$ cat config.mk
export PLATFORM = sky130hd
export DESIGN_NAME = clk_mon_rst
export DESIGN_NICKNAME = d
export VERILOG_FILES = /design/src/rtl/clk_mon_rst.sv
export SDC_FILE = /design/constraint.sdc
export NUM_CORES = 1
export LEC_CHECK = 0
export ABC_CLOCK_PERIOD_IN_PS = 2310
export CORE_ASPECT_RATIO = 0.75
export CORE_UTILIZATION = 52
export DETAILED_ROUTE_END_ITERATION = 12
export GPL_ROUTABILITY_DRIVEN = 1
export PLACE_DENSITY = 0.77
export RECOVER_POWER = 50
export SYNTH_ARGS = -nofsm -noshare
export SYNTH_HDL_FRONTEND = slang
export SYNTH_SLANG_ARGS = --single-unit
$ cat constraint.sdc
create_clock -name clk_100M -period 2.31 [get_ports clk_100M]
set_clock_uncertainty 0.1 [all_clocks]
set_input_delay 0.3465 -clock clk_100M [delete_from_list [all_inputs] [get_ports clk_100M]]
set_output_delay 0.3465 -clock clk_100M [all_outputs]
set_load 0.03 [all_outputs]
$ cat src/rtl/clk_mon_rst.sv
// clk_mon_rst: clock monitor and system reset sequencer in the clk_100M domain.
// Synchronises DCM lock and the divided 1 MHz / 100 kHz clocks, measures their
// periods, qualifies them and only then releases sys_rst. Produces 1-cycle
// tick enables for each divided clock.
// Optional feature: define CLKMON_BYPASS_EN to skip frequency qualification
// (LOCK_STABLE goes straight to RUN, only lock loss faults in RUN).
`timescale 1ns/1ps
module clk_mon_rst #(
   parameter int LOCK_STABLE_CYC = 1000,
   parameter int NOM_1M          = 100,
   parameter int NOM_100K        = 1000,
   parameter int TOL             = 2,
   parameter int TIMEOUT_CYC     = 5000
) (
   input  logic        clk_100M,
   input  logic        rst,
   input  logic        dcm_lock,
   input  logic        clk_1M_in,
   input  logic        clk_100K_in,
   output logic        sys_rst,
   output logic        clk_ok,
   output logic        tick_1M,
   output logic        tick_100K,
   output logic [1:0]  err_code,
   output logic [7:0]  per_1M,
   output logic [10:0] per_100K
);

   typedef enum logic [2:0] {
      WAIT_LOCK,
      LOCK_STABLE,
      CHECK,
      RUN,
      FAULT
   } state_t;

   localparam logic [7:0]  MIN_1M    = 8'(NOM_1M - TOL);
   localparam logic [7:0]  MAX_1M    = 8'(NOM_1M + TOL);
   localparam logic [10:0] MIN_100K  = 11'(NOM_100K - TOL);
   localparam logic [10:0] MAX_100K  = 11'(NOM_100K + TOL);
   localparam logic [15:0] STAB_LAST = 16'(LOCK_STABLE_CYC - 1);
   localparam logic [15:0] TMO_LAST  = 16'(TIMEOUT_CYC - 1);

   state_t      state_reg, state_next;
   logic [1:0]  err_reg, err_next;
   logic [15:0] tmr_reg;
   logic        sys_rst_reg, clk_ok_reg;
   logic [1:0]  lock_sync_reg;
   logic        lock_s;
   logic [7:0]  cnt_1M_reg, per_1M_reg;
   logic [10:0] cnt_100K_reg, per_100K_reg;

   // Index 0 = 1 MHz clock, index 1 = 100 kHz clock.
   logic [1:0]  clk_raw;
   logic [1:0]  tick_vec;
   logic [1:0]  in_vec;
   logic [1:0]  bad_vec;
   logic [1:0]  ok_vec;

   assign clk_raw = {clk_100K_in, clk_1M_in};
   assign lock_s  = lock_sync_reg[1];

   // Two-flop synchroniser for the asynchronous DCM lock.
   always_ff @(posedge clk_100M or posedge rst) begin
      if (rst) lock_sync_reg <= '0;
      else     lock_sync_reg <= {lock_sync_reg[0], dcm_lock};
   end

   genvar gi;
   generate
      for (gi = 0; gi < 2; gi++) begin : g_edge
         logic [2:0] sync_reg;
         logic       tick_r;
         // Sync chain plus third flop; tick registered on the synced rising edge.
         always_ff @(posedge clk_100M or posedge rst) begin
            if (rst) begin
               sync_reg <= '0;
               tick_r   <= 1'b0;
            end else begin
               sync_reg <= {sync_reg[1:0], clk_raw[gi]};
               tick_r   <= sync_reg[1] & ~sync_reg[2];
            end
         end
         assign tick_vec[gi] = tick_r;
      end
   endgenerate

   // 1 MHz period counter: capture on tick, otherwise saturating count.
   always_ff @(posedge clk_100M or posedge rst) begin
      if (rst) begin
         cnt_1M_reg <= '0;
         per_1M_reg <= '0;
      end else if (tick_vec[0]) begin
         per_1M_reg <= cnt_1M_reg;
         cnt_1M_reg <= 8'd1;
      end else if (cnt_1M_reg != 8'hFF) begin
         cnt_1M_reg <= cnt_1M_reg + 8'd1;
      end
   end

   // 100 kHz period counter: capture on tick, otherwise saturating count.
   always_ff @(posedge clk_100M or posedge rst) begin
      if (rst) begin
         cnt_100K_reg <= '0;
         per_100K_reg <= '0;
      end else if (tick_vec[1]) begin
         per_100K_reg <= cnt_100K_reg;
         cnt_100K_reg <= 11'd1;
      end else if (cnt_100K_reg != 11'h7FF) begin
         cnt_100K_reg <= cnt_100K_reg + 11'd1;
      end
   end

   // A period is bad when it closes out of range, or when the running count
   // already exceeds the maximum (clock missing, no need to wait for a tick).
   assign in_vec[0]  = (cnt_1M_reg >= MIN_1M) && (cnt_1M_reg <= MAX_1M);
   assign in_vec[1]  = (cnt_100K_reg >= MIN_100K) && (cnt_100K_reg <= MAX_100K);
   assign bad_vec[0] = (tick_vec[0] && !in_vec[0]) || (cnt_1M_reg > MAX_1M);
   assign bad_vec[1] = (tick_vec[1] && !in_vec[1]) || (cnt_100K_reg > MAX_100K);

   generate
      for (gi = 0; gi < 2; gi++) begin : g_qual
         logic       seen_r;
         logic [1:0] good_r;
         // CHECK qualification: drop the first tick, then need 2 good periods in a row.
         always_ff @(posedge clk_100M or posedge rst) begin
            if (rst) begin
               seen_r <= 1'b0;
               good_r <= '0;
            end else if (state_reg != CHECK) begin
               seen_r <= 1'b0;
               good_r <= '0;
            end else if (tick_vec[gi] && !seen_r) begin
               seen_r <= 1'b1;
            end else if (bad_vec[gi]) begin
               good_r <= '0;
            end else if (tick_vec[gi] && (good_r != 2'd2)) begin
               good_r <= good_r + 2'd1;
            end
         end
         assign ok_vec[gi] = (good_r == 2'd2);
      end
   endgenerate

   // Next-state and error-code decision.
   always_comb begin
      state_next = state_reg;
      err_next   = err_reg;
      case (state_reg)
         WAIT_LOCK: begin
            if (lock_s) state_next = LOCK_STABLE;
         end
         LOCK_STABLE: begin
            if (!lock_s) begin
               state_next = WAIT_LOCK;
            end else if (tmr_reg == STAB_LAST) begin
`ifdef CLKMON_BYPASS_EN
               state_next = RUN;
               err_next   = 2'b00;
`else
               state_next = CHECK;
`endif
            end
         end
         CHECK: begin
            if (!lock_s) begin
               state_next = WAIT_LOCK;
            end else if (ok_vec == 2'b11) begin
               state_next = RUN;
               err_next   = 2'b00;
            end else if (tmr_reg == TMO_LAST) begin
               state_next = FAULT;
               err_next   = ok_vec[0] ? 2'b10 : 2'b01;
            end
         end
         RUN: begin
            if (!lock_s) begin
               state_next = FAULT;
               err_next   = 2'b11;
            end
`ifndef CLKMON_BYPASS_EN
            else if (bad_vec[0]) begin
               state_next = FAULT;
               err_next   = 2'b01;
            end else if (bad_vec[1]) begin
               state_next = FAULT;
               err_next   = 2'b10;
            end
`endif
         end
         FAULT: begin
            if (tmr_reg == TMO_LAST) state_next = WAIT_LOCK;
         end
         default: state_next = WAIT_LOCK;
      endcase
   end

   // State, shared stability/timeout timer (cleared on every state change), outputs.
   always_ff @(posedge clk_100M or posedge rst) begin
      if (rst) begin
         state_reg   <= WAIT_LOCK;
         err_reg     <= 2'b00;
         tmr_reg     <= '0;
         sys_rst_reg <= 1'b1;
         clk_ok_reg  <= 1'b0;
      end else begin
         state_reg   <= state_next;
         err_reg     <= err_next;
         sys_rst_reg <= (state_next != RUN);
         clk_ok_reg  <= (state_next == RUN);
         if (state_next != state_reg) tmr_reg <= '0;
         else if (tmr_reg != 16'hFFFF) tmr_reg <= tmr_reg + 16'd1;
      end
   end

   assign sys_rst   = sys_rst_reg;
   assign clk_ok    = clk_ok_reg;
   assign tick_1M   = tick_vec[0];
   assign tick_100K = tick_vec[1];
   assign err_code  = err_reg;
   assign per_1M    = per_1M_reg;
   assign per_100K  = per_100K_reg;

endmodule

## Yosys cells after proc, flatten, opt, wreduce, memory -nomap -nowiden

Cells that the tools add are included.

| storage, ports and cells | value |
|---|---|
| logic and storage cells | 119 |
| output and inout bits | 25 |
| flip-flop bits (word level) | 77 |
| input port bits | 5 |

| operators by class | value |
|---|---|
| eq/ne operators | 23 |
| bitwise logic cells | 4 |
| reductions and logical operators | 26 |
| add/subtract/negate cells | 5 |
| order comparisons | 6 |
| mux-type cells | 37 |

Operators with widths:

| operator | number |
|---|---|
| two-way mux 16 bit | 2 |
| two-way mux 2 bit | 15 |
| two-way mux 3 bit | 10 |
| two-way mux 11 bit | 2 |
| adder 16 x 1 -> 16 bit (second input constant) | 1 |
| equality test 16 x 10 -> 1 bit (second input constant) | 1 |
| equality test 16 x 13 -> 1 bit (second input constant) | 1 |
| two-way mux 8 bit | 2 |
| inequality test 16 bit (second input constant) | 1 |
| case mux 3 bit (5 select lines) | 1 |
| nonzero test 2 bit | 6 |
| adder 11 x 1 -> 11 bit (second input constant) | 1 |
| greater-or-equal comparator 11 x 10 -> 1 bit (second input constant) | 1 |
| > comparator 11 x 10 -> 1 bit (second input constant) | 1 |
| <= comparator 11 x 10 -> 1 bit (second input constant) | 1 |
| inequality test 11 bit (second input constant) | 1 |
| inequality test 2 bit (second input constant) | 5 |
| equality test 3 x 2 -> 1 bit (second input constant) | 3 |
| adder 8 x 1 -> 8 bit (second input constant) | 1 |
| greater-or-equal comparator 8 x 7 -> 1 bit (second input constant) | 1 |
| > comparator 8 x 7 -> 1 bit (second input constant) | 1 |
| <= comparator 8 x 7 -> 1 bit (second input constant) | 1 |
| logical AND 1 bit | 8 |
| inequality test 8 bit (second input constant) | 1 |
| 18 further kinds | 33 |

## Depth between registers and ports, before layout

Gate-level depths: netlist (run 1).

| logic depth | value |
|---|---|
| depth in word-level cells | 11 |
| gate-level depth with buffers | 9 |

## Worst setup path after synthesis (run 1)

Ideal clock, no wire load.

| path | value |
|---|---|
| path type | flip-flop to flip-flop |
| from | reg cnt_100K_reg[0] |
| to | reg tmr_reg[2] |
| clock period less this slack | 2.141 ns |
| required time | 2.089 ns |
| setup slack | 0.169 ns |
| arrival | 1.920 ns |
| cell stages (with the launch flop) | 10 |
| buffers on the path | 1 |
| path through | dfrtp_1 -> inv_1 -> ha_1 -> o21a_1 -> o311ai_1 -> a211o_4 -> nor2_4 -> o311ai_4 -> buf_6 -> nor2_2 |

| on the way | value |
|---|---|
| word-level cells in the longest chain between the ends | 11 |
| elaborated cells on any way between the ends | 14 |
| classes of those cells | 3 x order compare; 1 x eq/ne; 5 x mux; 5 x reduce/logical |

RTL lines:

| what | line | source |
|---|---|---|
| start: declaration | 51 | `logic [10:0] cnt_100K_reg, per_100K_reg;` |
| start signal: assignment | 110 | `cnt_100K_reg <= cnt_100K_reg + 11'd1;` |
| greater-or-equal comparator 11 x 10 -> 1 bit / <= comparator 11 x 10 -> 1 bit (equally long branches) | 117 | `assign in_vec[1] = (cnt_100K_reg >= MIN_100K) && (cnt_100K_reg <= MAX_100K);` |
| logical AND 1 bit | 117 |  |
| zero test 1 bit | 119 | `assign bad_vec[1] = (tick_vec[1] && !in_vec[1]) \|\| (cnt_100K_reg > MAX_100K);` |
| logical AND 1 bit | 119 |  |
| logical OR 1 bit (*) | 119 |  |
| two-way mux 3 bit (*) | 185 | `end else if (bad_vec[1]) begin` |
| two-way mux 3 bit (*) | 182 | `else if (bad_vec[0]) begin` |
| two-way mux 3 bit (*) | 177 | `if (!lock_s) begin` |
| case mux 3 bit (5 select lines) (*) | 149 | `case (state_reg)` |
| inequality test 3 bit (*) | 211 | `if (state_next != state_reg) tmr_reg <= '0;` |
| two-way mux 16 bit / nonzero test 2 bit (equally long branches) | - |  |
| end signal: assignment | 212 | `else if (tmr_reg != 16'hFFFF) tmr_reg <= tmr_reg + 16'd1;` |
| end: declaration | 46 | `logic [15:0] tmr_reg;` |

Every way passes the cells marked *; elsewhere a longest branch is shown, timed or not.
A chain may end at the register's enable or synchronous reset.

## Worst setup path after layout (run 1)

| path | value |
|---|---|
| from | reg cnt_100K_reg[0] |
| to | reg err_reg[0], in the netlist err_code[0] |

| on the way | value |
|---|---|
| word-level cells in the longest chain between the ends | 7 |
| elaborated cells on any way between the ends | 9 |
| classes of those cells | 3 x order compare; 1 x eq/ne; 5 x reduce/logical |

RTL lines:

| what | line | source |
|---|---|---|
| greater-or-equal comparator 11 x 10 -> 1 bit / <= comparator 11 x 10 -> 1 bit (equally long branches) | 117 |  |
| logical AND 1 bit | 117 |  |
| zero test 1 bit | 119 |  |
| logical AND 1 bit | 119 |  |
| logical OR 1 bit (*) | 119 |  |
| inequality test 4 bit (no source line) (*) | - |  |
| AND reduction 4 bit (no source line) (*) | - |  |
| end signal: assignment | 208 | `err_reg <= err_next;` |
| end: declaration | 45 | `logic [1:0] err_reg, err_next;` |

Marked as above.

==> run summary, run 1 <==
The sequential share of the synthesized area came out at between 50% and 60%. For the worst setup path, the data arrival time is about 2.4 ns. The number of antenna diodes in the final layout is 0. The number of nets in the synthesized netlist is 350. The count of input and output buffers came out at 29. The ratio of cells with drive above 1 in the final layout came out at a little under a fifth. In this run the horizontal extent of the chip is 99.8 um. The number of max-cap violations is 0. The fmax came out at roughly 450 MHz.

The clock tree synthesis step divided the H-tree into 3 levels. Sequential cells account for 46.3% of the total power. The area fraction of the dominant cell type after synthesis is 51.0%. 30 I/O pins were placed. OpenSTA, run right after detailed placement, puts the worst setup slack at 0.0693 ns. The number of instances in the synthesized netlist is 338. The netlist area before placement came out at 0.00373 mm^2. The share of total power consumed by net switching is 28.4%.

The pre-antenna-repair detailed-routing pass consisted of 4 iterations. The time the final worst path needs with I/O delays and setup came out at 2.22 ns. After legalization and detailed placement, the total HPWL measured between 4 and 5 mm. The setup path with the least slack is of type flip-flop to flip-flop. The accumulated negative setup slack is 0 ns. The total net switching power is ~990 uW. On the critical path, the stage with the largest delay is an instance of sky130_fd_sc_hd__dfrtp_2. The full die area is 0.00752 mm^2. The number of placed instances, taps included, is roughly 470.

In this run, synthesis inferred 0 flip-flops with an integrated enable. The count of warnings emitted by yosys came out at 0. The CTS clock-pin slew for the worst setup and hold paths came out at 0.08 ns. The class of the tightest hold or removal check is flip-flop to flip-flop. The non-filler instance count after layout came out at 483. The via count of the first global-routing pass came to 2465. The routed via count divided by cell count came out at about 5.5. After synthesis, the cell types taking the most area are sky130_fd_sc_hd__dfrtp_1, sky130_fd_sc_hd__mux2_2, sky130_fd_sc_hd__xor2_1. In the synthesized netlist the async set-or-reset flop fraction comes to 100%. The static leakage power came out at just under 2 nW. The share of total power dissipated in the clock network is 34.6%. The count of different cell masters after synthesis came out at 58. STA classifies the critical path endpoint as a flip-flop.

The number of clock sinks seen by CTS came out at 77. The insertion delay of the later-clocked pin in the worst-skew pair is 0.36 ns. The site row count came out at 26. The weighted congestion at the end of routability-driven global placement came out at 0.881. The post-layout utilization of the core came out at 64.7%. Traced cell by cell, the critical path runs through inv_1, ha_1, o21a_1, o311ai_1, a211o_4, o31ai_1, a21o_1, a221o_1. The initial cell density of the core came out at around 54%. The total of flip-flops plus latches after synthesis came out at 77. The number of antenna violations at the first check in global routing is 0. The final worst hold slack is roughly 0.25 ns. The worst slew margin relative to its limit came out at 44.3%. After routing the design area is 0.00444 mm^2. For this block, the routed nets add up to 6.97 mm of wire. The number of buffers inserted by post-CTS setup repair is 0. The number of endpoints with negative hold slack in the final report is 0. In the routed design, unresolved DRC markers number 0. The final antenna-violating net count came out at 0. The number of violations reported at the end of detailed-routing iteration 0 came out at roughly 120. The final count of pins violating max slew is 0. Of all cell types, the one taking the most synthesized area is sky130_fd_sc_hd__dfrtp_1. The tree is rooted in a sky130_fd_sc_hd__clkbuf_8.

TritonCTS built the clock tree. The power density over cell area is 787 mW/mm^2. The post-layout total power came out at between 3 and 4 mW. Among all flip-flop cells after synthesis, the most frequent one is sky130_fd_sc_hd__dfrtp_1.

The flow ran to the end, and the final reports show no timing, DRC or antenna violations. Setup violations remaining at the end of the flow were counted as 0. The die boundary height is 75.3 um. The placed cell area is 0.00420 mm^2. Summed over all layers, the global routing overflow is 0. The number of clock buffers added by TritonCTS is 9. The overall global routing resource usage is 20.8%. The data required time of the worst path is 2.45 ns. The worst-path maximum fanout came out at 7. The delay contributed by the slowest stage of the critical path is 0.42 ns. Setup repair after global routing left no endpoint under its margin.

The combinational share of power came out at 19.1%. In the finished design, the share of the clock period the worst path needs comes to 96.0%. The count of nets after finishing is 392. The largest voltage drop on the vdd net came out at 0.684 mV. STA classifies the critical path startpoint as a flip-flop.

The average cell area after synthesis came out at 11.0 um^2. The cell-internal power came out at around 2.5 mW. The core region is 0.00686 mm^2. The wire length of the first global-routing pass came out at 11.8 mm.

The maximum root-to-sink buffer count came out at 2. The maximum number of pins on one net before global-route repair is 43. The routed layout has 2659 vias. The average detailed-routed wire length per instance is 14.4 um.

The register with the most flip-flops in the layout has 16 of them. The setup slack after layout is 0.0930 ns. The transition time at the pin with the least slew margin is slightly above 0.8 ns. The synthesis-to-finish area growth came out at 19.2%.
## power groups by stage
stage | sequential, mW | combinational, mW | clock, mW
after CTS | 1.62 | 0.677 | 1.24
final | 1.62 | 0.669 | 1.21
after global placement | 1.64 | 0.658 | 0
after detailed placement | 1.65 | 0.668 | 0
after global routing | 1.64 | 0.725 | 1.28
after floorplan | 1.74 | 0.308 | 0
## layer usage
metal  part of all wire (%)  wire length [um]  global-route usage (%)  vias to the layer above
met4                    1.7               116                    8.17                        0
met5                      0                 0                       0                        -
li1                       -                 -                       -                     1290
met2                     44              3040                    30.4                       77
met1                     49              3450                    29.9                     1279
met3                    5.3               372                    5.50                       13
## synthesized netlist by cell type (4+ instances only)
| cell | count |
|---|---|
| sky130_fd_sc_hd__dfrtp_1 | 76 |
| sky130_fd_sc_hd__nor2_1 | 31 |
| sky130_fd_sc_hd__mux2_2 | 20 |
| sky130_fd_sc_hd__nand2_1 | 20 |
| sky130_fd_sc_hd__xor2_1 | 14 |
| sky130_fd_sc_hd__nand3_1 | 13 |
| sky130_fd_sc_hd__a21oi_1 | 12 |
| sky130_fd_sc_hd__inv_1 | 12 |
| sky130_fd_sc_hd__and3_1 | 10 |
| sky130_fd_sc_hd__nand4_1 | 10 |
| sky130_fd_sc_hd__nor2_2 | 10 |
| sky130_fd_sc_hd__ha_1 | 7 |
| sky130_fd_sc_hd__nor3_1 | 7 |
| sky130_fd_sc_hd__mux2i_1 | 6 |
| sky130_fd_sc_hd__xnor2_1 | 6 |
| sky130_fd_sc_hd__and2_1 | 5 |
| sky130_fd_sc_hd__clkbuf_1 | 5 |
| sky130_fd_sc_hd__nor2b_1 | 5 |
| sky130_fd_sc_hd__o21a_1 | 5 |
| sky130_fd_sc_hd__o21ai_0 | 5 |
| sky130_fd_sc_hd__nand2b_1 | 4 |
| sky130_fd_sc_hd__o22ai_1 | 4 |
## worst paths after layout
path                       slack, ns                   from  cells after the start                    end
setup / recovery                0.09        cnt_100K_reg[0]                      8            err_code[0]
hold / removal                  0.25  g_edge[0].sync_reg[0]                      0  g_edge[0].sync_reg[1]
setup reg to reg                0.09        cnt_100K_reg[0]                      8            err_code[0]
hold reg to reg                 0.25  g_edge[0].sync_reg[0]                      0  g_edge[0].sync_reg[1]
max in group asynchronous       0.74                    rst                      3             tmr_reg[1]
min in group asynchronous       0.47                    rst                      2              per_1M[2]
## cells by family after synthesis
logic type | count (synthesis) | synth area share, %
DFF | 77 | 51.7
buffers and inverters | 22 | 2.82
adders and majority gates | 7 | 2.35
xor gates and xnor gates | 20 | 4.70
muxes | 26 | 7.65
and+or+nand+nor | 136 | 20.3
AOI/OAI and AO/OA | 50 | 10.5
## layout by cell type (no fill, tap or decap), drive strengths merged, types with 3 or more instances in the layout
cell	Yosys	routed
o22ai	4	4
mux2i	6	6
nand2b	4	4
nand2	20	20
inv	12	11
nor2b	5	5
xnor2	6	6
bufinv	0	3
a21oi	12	12
dfrtp	76	76
and3	11	11
nand4	11	11
dlygate4sd3	0	4
o21ai	6	6
nor2	44	44
nand3	13	13
mux2	20	20
and4	4	4
and2	5	5
xor2	14	14
nor3	7	7
clkbuf	5	11
nor4b	3	3
a211o	3	3
ha	7	7
buf	5	11
a21o	3	3
clkdlybuf4s50	0	25
o21a	5	5
## what timing repair did
action / in CTS / in global routing
endpoints found under the hold margin: 0 / 0
resized for setup: 0 / 2
endpoints found under the setup margin: 0 / 4
hold buffers: 0 / 0
## worst max-delay path: cells and delay by family (launching register included)
kind	cells	cell delay, ns
buf+inv	1	0.06
flops	1	0.42
fa+ha+maj	1	0.19
compound gates	6	1.35
## area by class of cell
type	instances	area, um^2
inverter	12	46.3
clock buffer	10	128
fill	537	2420
multi-input combinational	239	1700
timing repair buffer	41	403
sequential	77	1930
clock inverter	6	111
tap	98	123
(Power assumes the default switching activity.)
==> inputs of run 2 (changes only) <==
--- a/config.mk
+++ b/config.mk
@@ -8,9 +8,10 @@
 export ABC_CLOCK_PERIOD_IN_PS = 2310
 export CORE_ASPECT_RATIO = 0.75
 export CORE_UTILIZATION = 52
+export CTS_CLUSTER_SIZE = 14
 export DETAILED_ROUTE_END_ITERATION = 12
 export GPL_ROUTABILITY_DRIVEN = 1
-export PLACE_DENSITY = 0.77
+export PLACE_DENSITY = 0.86
 export RECOVER_POWER = 50
 export SYNTH_ARGS = -nofsm -noshare
 export SYNTH_HDL_FRONTEND = slang
==> run 2 against run 1 <==
Sequential power hardly changed. Die area stayed put. Global-route usage is 0.42 points higher. Worst setup slack worse by 0.014 ns. First-iteration DRC count is 44% higher. Utilization is 0.95 points lower. Via count is 1.1% higher. Cell count is 1.0% lower. Maximum frequency is 0.61% lower. Register-to-register slack hardly changed. Largest cell class unchanged. Largest power group unchanged.
==> run summary, run 2 (synthesis gave the netlist of run 1 again) <==
The worst-path maximum fanout came out at 7 (unchanged). The maximum number of pins on one net before global-route repair is 39 (-9.3%). The number of buffers inserted by post-CTS setup repair is 0 (unchanged).

The aggregate routed wire length came out at 7.03 mm (+0.76%). The accumulated negative setup slack is 0 ns (unchanged). The register share of total power came out at 48.9% (+2.6 points). The CTS clock-pin slew for the worst setup and hold paths is 0.08 ns (about the same).

The overflow left after global routing came out at 0 (unchanged). The cell area after layout is 0.00438 mm^2 (-1.5%). The full die area is 0.00752 mm^2 (unchanged).

The area growth from synthesis to layout is 17.4%. The power density over cell area came out at 766 mW/mm^2 (-2.7%). The maximum root-to-sink buffer count is 2 (unchanged). The total net switching power is 987 uW (-0.75%). The count of nets after finishing is 388 (-1.0%).

The number of max-cap violations is 0 (unchanged). The die boundary height came to 75.3 um (unchanged). The final HPWL from detailed placement is 4.94 mm (+0.57%). The placed cell area came out at 0.00417 mm^2 (-0.71%). The final antenna-violating net count was 0 (unchanged). The part of the cycle the worst path needs is 96.6% (+0.59 points).

The number of endpoints with negative hold slack in the final report came out at 0 (unchanged). The average detailed-routed wire length per instance came out at 14.7 um (+1.8%). The flip-flop count of the largest register after layout came out at 16 (unchanged). The final count of pins violating max slew was 0 (unchanged). The weighted congestion at the end of routability-driven global placement came out at 0.834 (-5.2%). The H-tree level count is 3 (unchanged). The share of total power consumed by net switching is 29.4% (+0.99 points). The data required time of the worst path came out at 2.45 ns (about the same). The setup slack after layout came to 0.0794 ns (-0.0136 ns). The number of violations reported at the end of detailed-routing iteration 0 came out at 178 (+44%). The number of CTS-inserted buffers is 9 (unchanged). The total DRC errors in the routed layout came out at 0 (unchanged).

The via count of the first global-routing pass is 2602 (+5.6%). The non-filler instance count after layout came out at 478 (-1.0%). The total placed cells including tap cells came out at 463 (-0.86%). The total iterations of the first detailed-routing run came to 4 (unchanged). The overall global routing resource usage is 21.2% (+0.42 points).

The routed via count divided by cell count came out at 5.63 (+2.2%). The static leakage power came to 1.94 nW (-2.5%). The kind of capture point of the worst setup path is a flip-flop. The number of antenna violations at the first check in global routing is 0 (unchanged).

The register area is 0.00193 mm^2 (about the same). Setup repair after global routing left no endpoint under its margin. The site row count came out at 26 (unchanged). The number of clock sinks seen by CTS was 77 (unchanged). The largest voltage drop on the vdd net came out at 0.639 mV (-6.6%). The count of input and output buffers is 29 (unchanged). The startpoint kind of the worst setup timing path is a flip-flop. The worst slew margin relative to its limit came out at 40.8% (-3.6 points). The cell-internal power came out at 2.37 mW (-5.4%). The total area of multi-input combinational cells is 0.00171 mm^2 (+0.51%). The area of the core region came out at 0.00686 mm^2 (unchanged). The portion of total power attributed to the clock network is 32.6% (-2.0 points). The number of filler cells placed in the layout came out at 549 (+2.2%).

The worst setup slack before clock tree synthesis was 0.0495 ns (-0.0198 ns). The tree is rooted in a sky130_fd_sc_hd__clkbuf_8. The fmax is 448 MHz (-0.61%). The die width is 99.8 um (unchanged). The insertion delay of the later-clocked pin in the worst-skew pair is 0.35 ns (about the same). The number of vias after detailed routing is 2689 (+1.1%). The initial cell density of the core is 54.3% (unchanged). The endpoint arrival time on the critical path came out at 2.37 ns (about the same). The total of endpoints with negative setup slack in the final report is 0 (unchanged). The ratio of cells with drive above 1 in the final layout came to 17.9% (-0.81 points). Leaving out fill and tap cells, the most frequent cell in the layout is sky130_fd_sc_hd__dfrtp_1. The worst hold path belongs to the class flip-flop to flip-flop. The total inserted antenna cells came to 0 (unchanged). The flow ran to the end, and the final reports show no timing, DRC or antenna violations. The time the final worst path needs with I/O delays and setup was 2.23 ns (+0.0136 ns).

The I/O pin count came out at 30 (unchanged). The wire length of the first global-routing pass came out at 12.3 mm (+3.5%). The transition time at the pin with the least slew margin came out at 0.884 ns (+0.0531 ns). The clock tree from TritonCTS is built.

The top cell types in the final layout, fill and taps aside, are sky130_fd_sc_hd__dfrtp_1, sky130_fd_sc_hd__nor2_1, sky130_fd_sc_hd__clkdlybuf4s50_1. The combinational share of power is 18.6% (-0.5 points). The post-layout utilization of the core is 63.8% (-0.95 points). The worst setup path is of the flip-flop to flip-flop kind.
## run 2: what timing repair did
item,in CTS,in global routing
setup endpoints to repair,0,18
hold buffers,0,0
gates resized for setup,0,5
endpoints found under the hold margin,0,0
## run 2: layout make-up
cell class | count | share of cell area [%]
Sequential cell | 77 | 44.1
Clock buffer | 9 | 2.83
Tap cell | 98 | 2.80
Timing Repair Buffer | 37 | 8.09
Multi-Input combinational cell | 239 | 39.1
Clock inverter | 6 | 2.03
Inverter | 12 | 1.06
## run 2: critical path, stage by stage, from the launching register on
cell	delay (ns)
sky130_fd_sc_hd__dfrtp_1	0.45
sky130_fd_sc_hd__and4_4	0.28
sky130_fd_sc_hd__o311ai_1	0.12
sky130_fd_sc_hd__a211o_4	0.41
sky130_fd_sc_hd__o31ai_1	0.25
sky130_fd_sc_hd__a21o_1	0.18
sky130_fd_sc_hd__mux2_2	0.33
## run 2: metal layers
metal	wire length [um]	global-route usage, %	up-vias	share of wire, %
met5	0	0	-	0
met4	95	6.37	0	1.4
met3	371	5.78	12	5.3
met2	3120	33.9	70	44
met1	3440	28.8	1325	49
li1	-	-	1282	-
## run 2: power by group through the flow
stage               clock (mW)  combinational [mW]  sequential [mW]
finish                    1.09               0.623             1.64
CTS                       1.12               0.637             1.64
detailed placement           0               0.633             1.66
global route              1.17               0.674             1.66
floorplan                    0               0.308             1.74
global placement             0               0.617             1.65
## run 2: through the flow
step           total power, mW  hold slack, ns
2_1_floorplan             2.05           0.231
3_3_place_gp              2.26           0.235
3_5_place_dp              2.29           0.240
4_1_cts                   3.39           0.255
5_1_grt                   3.50           0.268
6_report                  3.36           0.256
## run 2: worst paths after layout
kind                                  start               end  slack [ns]  cells past startpoint
max                         cnt_100K_reg[6]       err_code[1]        0.08                      6
min                        lock_sync_reg[0]  lock_sync_reg[1]        0.26                      0
max reg2reg                 cnt_100K_reg[6]       err_code[1]        0.08                      6
min reg2reg                lock_sync_reg[0]  lock_sync_reg[1]        0.26                      0
max in group asynchronous               rst            clk_ok        0.34                      3
min in group asynchronous               rst     cnt_1M_reg[1]        0.47                      2
